<file path="src/rtl/cla_pipe_addsub.sv">
// Pipelined carry-lookahead add/sub with saturation and accumulator.
// One pipeline stage per lookahead group, valid/ready on both sides.
module cla_pipe_addsub #(
  parameter int WIDTH    = 16,
  parameter int GROUP    = 4,
  parameter bit SATURATE = 1'b1
) (
  input  logic             clk,
  input  logic             rst,
  input  logic             in_valid,
  output logic             in_ready,
  input  logic [1:0]       op,
  input  logic [WIDTH-1:0] in_a,
  input  logic [WIDTH-1:0] in_b,
  output logic             out_valid,
  input  logic             out_ready,
  output logic [WIDTH-1:0] out_sum,
  output logic             out_ovf,
  output logic [WIDTH-1:0] acc_out
);

  localparam int NG  = WIDTH / GROUP;
  localparam int MSB = WIDTH - 1;

  typedef struct packed {
    logic             vld;
    logic [1:0]       op;
    logic [WIDTH-1:0] x;
    logic [WIDTH-1:0] y;
    logic [WIDTH-1:0] sum;
    logic             c;
  } stg_t;

  stg_t             stg [NG];
  stg_t             nxt [NG];
  stg_t             ent;
  stg_t             fin;
  logic             stall;
  logic             acc_pend;
  logic             ovf;
  logic [WIDTH-1:0] res;
  logic [WIDTH-1:0] acc_q;

  assign stall   = out_valid && !out_ready;
  assign acc_out = acc_q;

  always_comb begin
    acc_pend = 1'b0;
    for (int g = 0; g < NG; g++) begin
      if (stg[g].vld && stg[g].op[1]) acc_pend = 1'b1;
    end
  end

  assign in_ready = !rst && !stall &&
                    !(acc_pend && op == 2'b10);

  always_comb begin
    ent     = '0;
    ent.vld = in_valid && in_ready;
    ent.op  = op;
    unique case (op)
      2'b00: begin
        ent.x = in_a;
        ent.y = in_b;
      end
      2'b01: begin
        ent.x = in_a;
        ent.y = ~in_b;
        ent.c = 1'b1;
      end
      2'b10: begin
        ent.x = acc_q;
        ent.y = in_a;
      end
      2'b11: begin
        ent.x = in_a;
      end
    endcase
  end

  // group generate/propagate prefix gives every bit carry from the group cin
  always_comb begin
    logic [GROUP-1:0] p;
    logic [GROUP-1:0] gn;
    logic [GROUP-1:0] s;
    logic             gg;
    logic             pp;
    for (int g = 0; g < NG; g++) begin
      nxt[g] = stg[g];
      p  = stg[g].x[g*GROUP +: GROUP] ^ stg[g].y[g*GROUP +: GROUP];
      gn = stg[g].x[g*GROUP +: GROUP] & stg[g].y[g*GROUP +: GROUP];
      s  = '0;
      gg = 1'b0;
      pp = 1'b1;
      for (int i = 0; i < GROUP; i++) begin
        s[i] = p[i] ^ (gg | (pp & stg[g].c));
        gg   = gn[i] | (p[i] & gg);
        pp   = pp & p[i];
      end
      nxt[g].sum[g*GROUP +: GROUP] = s;
      nxt[g].c = gg | (pp & stg[g].c);
    end
  end

  assign fin = nxt[NG-1];

  always_comb begin
    ovf = (fin.op != 2'b11) &&
          (fin.x[MSB] == fin.y[MSB]) &&
          (fin.sum[MSB] != fin.x[MSB]);
    res = fin.sum;
    if (SATURATE && ovf) begin
      res = fin.x[MSB] ? {1'b1, {MSB{1'b0}}}
                       : {1'b0, {MSB{1'b1}}};
    end
  end

  always_ff @(posedge clk or posedge rst) begin
    if (rst) begin
      for (int g = 0; g < NG; g++) stg[g] <= '0;
    end else if (!stall) begin
      stg[0] <= ent;
      for (int g = 1; g < NG; g++) stg[g] <= nxt[g-1];
    end
  end

  always_ff @(posedge clk or posedge rst) begin
    if (rst) begin
      out_valid <= 1'b0;
      out_sum   <= '0;
      out_ovf   <= 1'b0;
      acc_q     <= '0;
    end else if (!stall) begin
      out_valid <= fin.vld;
      if (fin.vld) begin
        out_sum <= res;
        out_ovf <= ovf;
        if (fin.op[1]) acc_q <= res;
      end
    end
  end

endmodule

</file>
<file path="config.mk">
export PLATFORM = sky130hd
export DESIGN_NAME = cla_pipe_addsub
export DESIGN_NICKNAME = d
export VERILOG_FILES = /design/src/rtl/cla_pipe_addsub.sv
export SDC_FILE = /design/constraint.sdc
export NUM_CORES = 1
export LEC_CHECK = 0
export CAP_MARGIN = 20
export CORE_MARGIN = 4
export CORE_UTILIZATION = 51
export CTS_CLUSTER_DIAMETER = 200
export DETAILED_ROUTE_END_ITERATION = 6
export PLACE_DENSITY = 0.76
export SETUP_SLACK_MARGIN = 0.1
export SYNTH_ARGS = -nofsm -noshare
export SYNTH_HDL_FRONTEND = slang
export SYNTH_SLANG_ARGS = --single-unit
</file>
<file path="constraint.sdc">
create_clock -name clk -period 4.8 [get_ports clk]
set_input_delay 0.96 -clock clk [delete_from_list [all_inputs] [get_ports clk]]
set_output_delay 0.96 -clock clk [all_outputs]
set_load 0.1 [all_outputs]
</file>
==> qor.yml <==
run_status:
  status: "finished, final reports clean"
place:
  gp_congestion: 0.8049
  dp.cells: 912
  dp_hpwl_um: 9865
  portBuffers: 72
floorplanning:
  die_h_um: 123.3
  fp-row-count: 41
  die_x_um: 123.3
  dieArea_mm2: 0.01521
  io_pins: 73
  start_util_pct: 52.90
  core-area_mm2: 0.01282
critical_path:
  cp_cell_sequence: "clkdlybuf4s50_1 > buf_4 > nand2b_1 > a21oi_1 > nor3_1 > buf_12"
  cp_num_buf_inv: 3
  worst_setup_path_end_kind: "output port"
  critical_path_class: "in2out"
  slowest_stage: "clkdlybuf4s50_1"
  cp.required_ns: 3.84
  start_kind: "input pin"
  worst-path-max-fanout: 19
  max_stage_delay_ns: 0.45
  crit_arrival_ns: 2.47
  path_delay_family: "buffers and inverters"
power:
  p_sw_share_pct: 44.33
  cellPowerDensity_mw_per_mm2: 782.5
  p_leak_nw: 3.964
  p_seq_share_pct: 35.0
  intPower_mw: 3.594
  finalPower_mw: 6.456
  power.switching_mw: 2.862
  combPwrFrac_pct: 43.2
  vdd_drop_max_uv: 682.8
  clkPwrFrac_pct: 21.8
global_routing:
  grt_overflow_total: 0
  antenna_found_initial: 0
  globalRouteTotalUtil_pct: 21.53
  grt_pass1_wl_um: 25120
  grt_pass1_vias: 5053
  grt_start_max_net_pins: 113
logic_synthesis:
  async_reset_ff_share_pct: 100.0
  seq_area_frac_synth_pct: 56.81
  syn-cell-area_mm2: 0.006784
  syn_inst: 703
  syn_nets: 760
  yosys_warnings: 0
  yosysUniqueCellTypes: 40
  yosys_register_bits: 154
  synth_area_per_cell_um2: 9.650
  synth-edff-count: 0
  synth_ff_type: "dfrtp_1"
finish:
  areaGrowthSynthToFinish_pct: 21.62
  final_nets: 816
  antenna_cells: 0
  drive_gt1_share_pct: 7.134
  utilization_pct: 64.33
  stdcell_count: 943
route:
  routed_via_density: 5.349
  wire_per_inst_um: 16.06
  drt-total-wl_um: 15140
  drt_first_pass_iters: 5
  dr_total_vias: 5044
  drtIter0Drc: 454
  antenna_left: 0
  wl_met3_um: 756
  maxUsedRoutingLayer: "met4"
  wl_met2_um: 7457
  drcViolationCount: 0
  wl_met1_um: 6804
timing:
  period_minus_slack_ns: 3.430
  post-route-period-util_pct: 71.47
  setup_viol_count_final: 0
  setup_tns_ns: 0
  rsz0062_at_grt: "no"
  hold_viol_final: 0
  worstMarginPinSlew_ns: 1.079
  fin_skew_ns: 0.009621
  timing.fmax_mhz: 291.5
  drv_slew: 0
  slew_headroom_pct: 28.06
  whs_ns: 0.4675
clocking:
  cts_htree_levels: 4
  cts_tree: "yes"
  clockBufferDepth: 2
  clk_pin_slew_ns: 0.06
  cts_root_buf: "clkbuf_16"
  cts_resized: 0
  holdBufCountCts: 0
  clk_latency_ns: 0.42
  cts_buffers: 17
  cts.sinks: 154
  postCtsSetupRepairBufs: 0
worst_hold_path:
  min_path_type: "reg2reg"
flow_run:
  drv_cap: 0
kinds of logic after synthesis:
family                   Yosys count  share of synthesized area [%]
buffers and inverters             58                          3.652
adder cells (fa/ha/maj)           19                          3.947
AND/OR/NAND/NOR                  297                          17.04
XOR/XNOR                          10                          1.291
multiplexers                      36                          5.385
flip-flops                       154                          56.81
AO/OA/AOI/OAI                    129                          11.88
Yosys cell counts, types with 2 or more instances:
master	count	share of area [%]
ha_1	15	2.8
buf_1	2	0.11
nor3_1	3	0.22
mux2i_1	32	4.7
or2_2	2	0.18
a21o_1	3	0.33
o221ai_1	15	1.9
nand2b_1	4	0.37
mux2_2	4	0.66
o21ai_0	57	4.2
a21oi_1	19	1.4
clkbuf_1	23	1.3
a211oi_1	4	0.44
xnor2_1	7	0.90
xor2_1	3	0.39
nor2_1	26	1.4
a22oi_1	2	0.22
nor2b_1	2	0.18
dfrtp_1	154	57
o21a_1	15	1.7
inv_1	16	0.89
nand2_1	255	14
fa_1	4	1.2
a211oi_2	2	0.37
buf_2	15	1.1
o21bai_1	4	0.44
o21ai_1	2	0.15
per-layer routing:
| metal | GRT usage [%] | up-vias |
|---|---|---|
| met5 | 0 | - |
| met4 | 5.190 | 0 |
| met3 | 5.352 | 10 |
| met2 | 35.54 | 131 |
| met1 | 28.84 | 2485 |
| li1 | - | 2418 |
worst reg2reg max path, stage by stage (launching register included):
cell and delay [ns]:
dfrtp_1 0.39, ha_1 0.32, a211oi_2 0.10, o21ba_2 0.26, nor2_1 0.80, nor2b_1 0.19, o21ai_0 0.22
registers in the layout, summed over array words and instances, names as in the netlist:
register / flops
nxt: 93
out_ovf: 1
stg: 4
fin: 23
out_valid: 1
acc_out: 16
out_sum: 16
worst paths after layout:
| path | slack, ns | from | cells after the start | to |
|---|---|---|---|---|
| min in group asynchronous | 0.95 | rst | 2 | out_sum[0] |
| max in group asynchronous | 2.98 | rst | 3 | acc_out[8] |
| hold / removal | 0.47 | nxt[135] | 2 | nxt[83] |
| hold reg to reg | 0.47 | nxt[135] | 2 | nxt[83] |
| setup reg to reg | 2.44 | fin[45] | 6 | out_sum[12] |
| setup / recovery | 1.37 | op[0] | 6 | in_ready |
through the flow:
step                cell area [um^2]  setup slack [ns]
floorplan                       6788            0.2818
global placement                7626             1.393
detailed placement              7626             1.374
CTS                             8250             1.348
global route                    8250             1.261
finish                          8250             1.370
area by class of cell:
| cell class | instances | area (um^2) |
|---|---|---|
| clock inverter | 14 | 198.9 |
| timing repair buffer | 79 | 795.8 |
| sequential | 154 | 3854 |
| inverter | 16 | 63.81 |
| multi-input combinational | 491 | 2698 |
| fill | 1016 | 4574 |
| tap | 172 | 215.2 |
| clock buffer | 17 | 425.4 |
layout by cell type (no fill, tap or decap), types with 2 or more instances in the layout:
master / n
mux2_2: 4
o21ai_0: 57
buf_12: 2
a21oi_1: 19
buf_4: 6
fa_1: 4
o21bai_1: 4
nor3_1: 3
a211oi_1: 4
bufinv_16: 4
nand2b_1: 3
a21o_1: 3
inv_1: 15
xnor2_1: 7
a211oi_2: 2
nand2_1: 255
clkinv_4: 4
clkdlybuf4s50_1: 71
o221ai_1: 15
nor2_1: 26
dfrtp_1: 154
clkbuf_16: 17
or2_2: 2
clkinvlp_4: 5
xor2_1: 3
o21a_1: 15
a22oi_1: 2
ha_1: 15
o21ai_1: 2
mux2i_1: 32
power groups by stage:
stage / combinational (mW) / sequential [mW] / clock [mW]
2_1_floorplan: 1.29 / 3.05 / 0
3_3_place_gp: 2.71 / 2.24 / 0
3_5_place_dp: 2.80 / 2.27 / 0
4_1_cts: 2.81 / 2.26 / 1.43
5_1_grt: 3.05 / 2.32 / 1.49
6_report: 2.79 / 2.26 / 1.41
No activity file was read; power rests on OpenSTA's default activity.
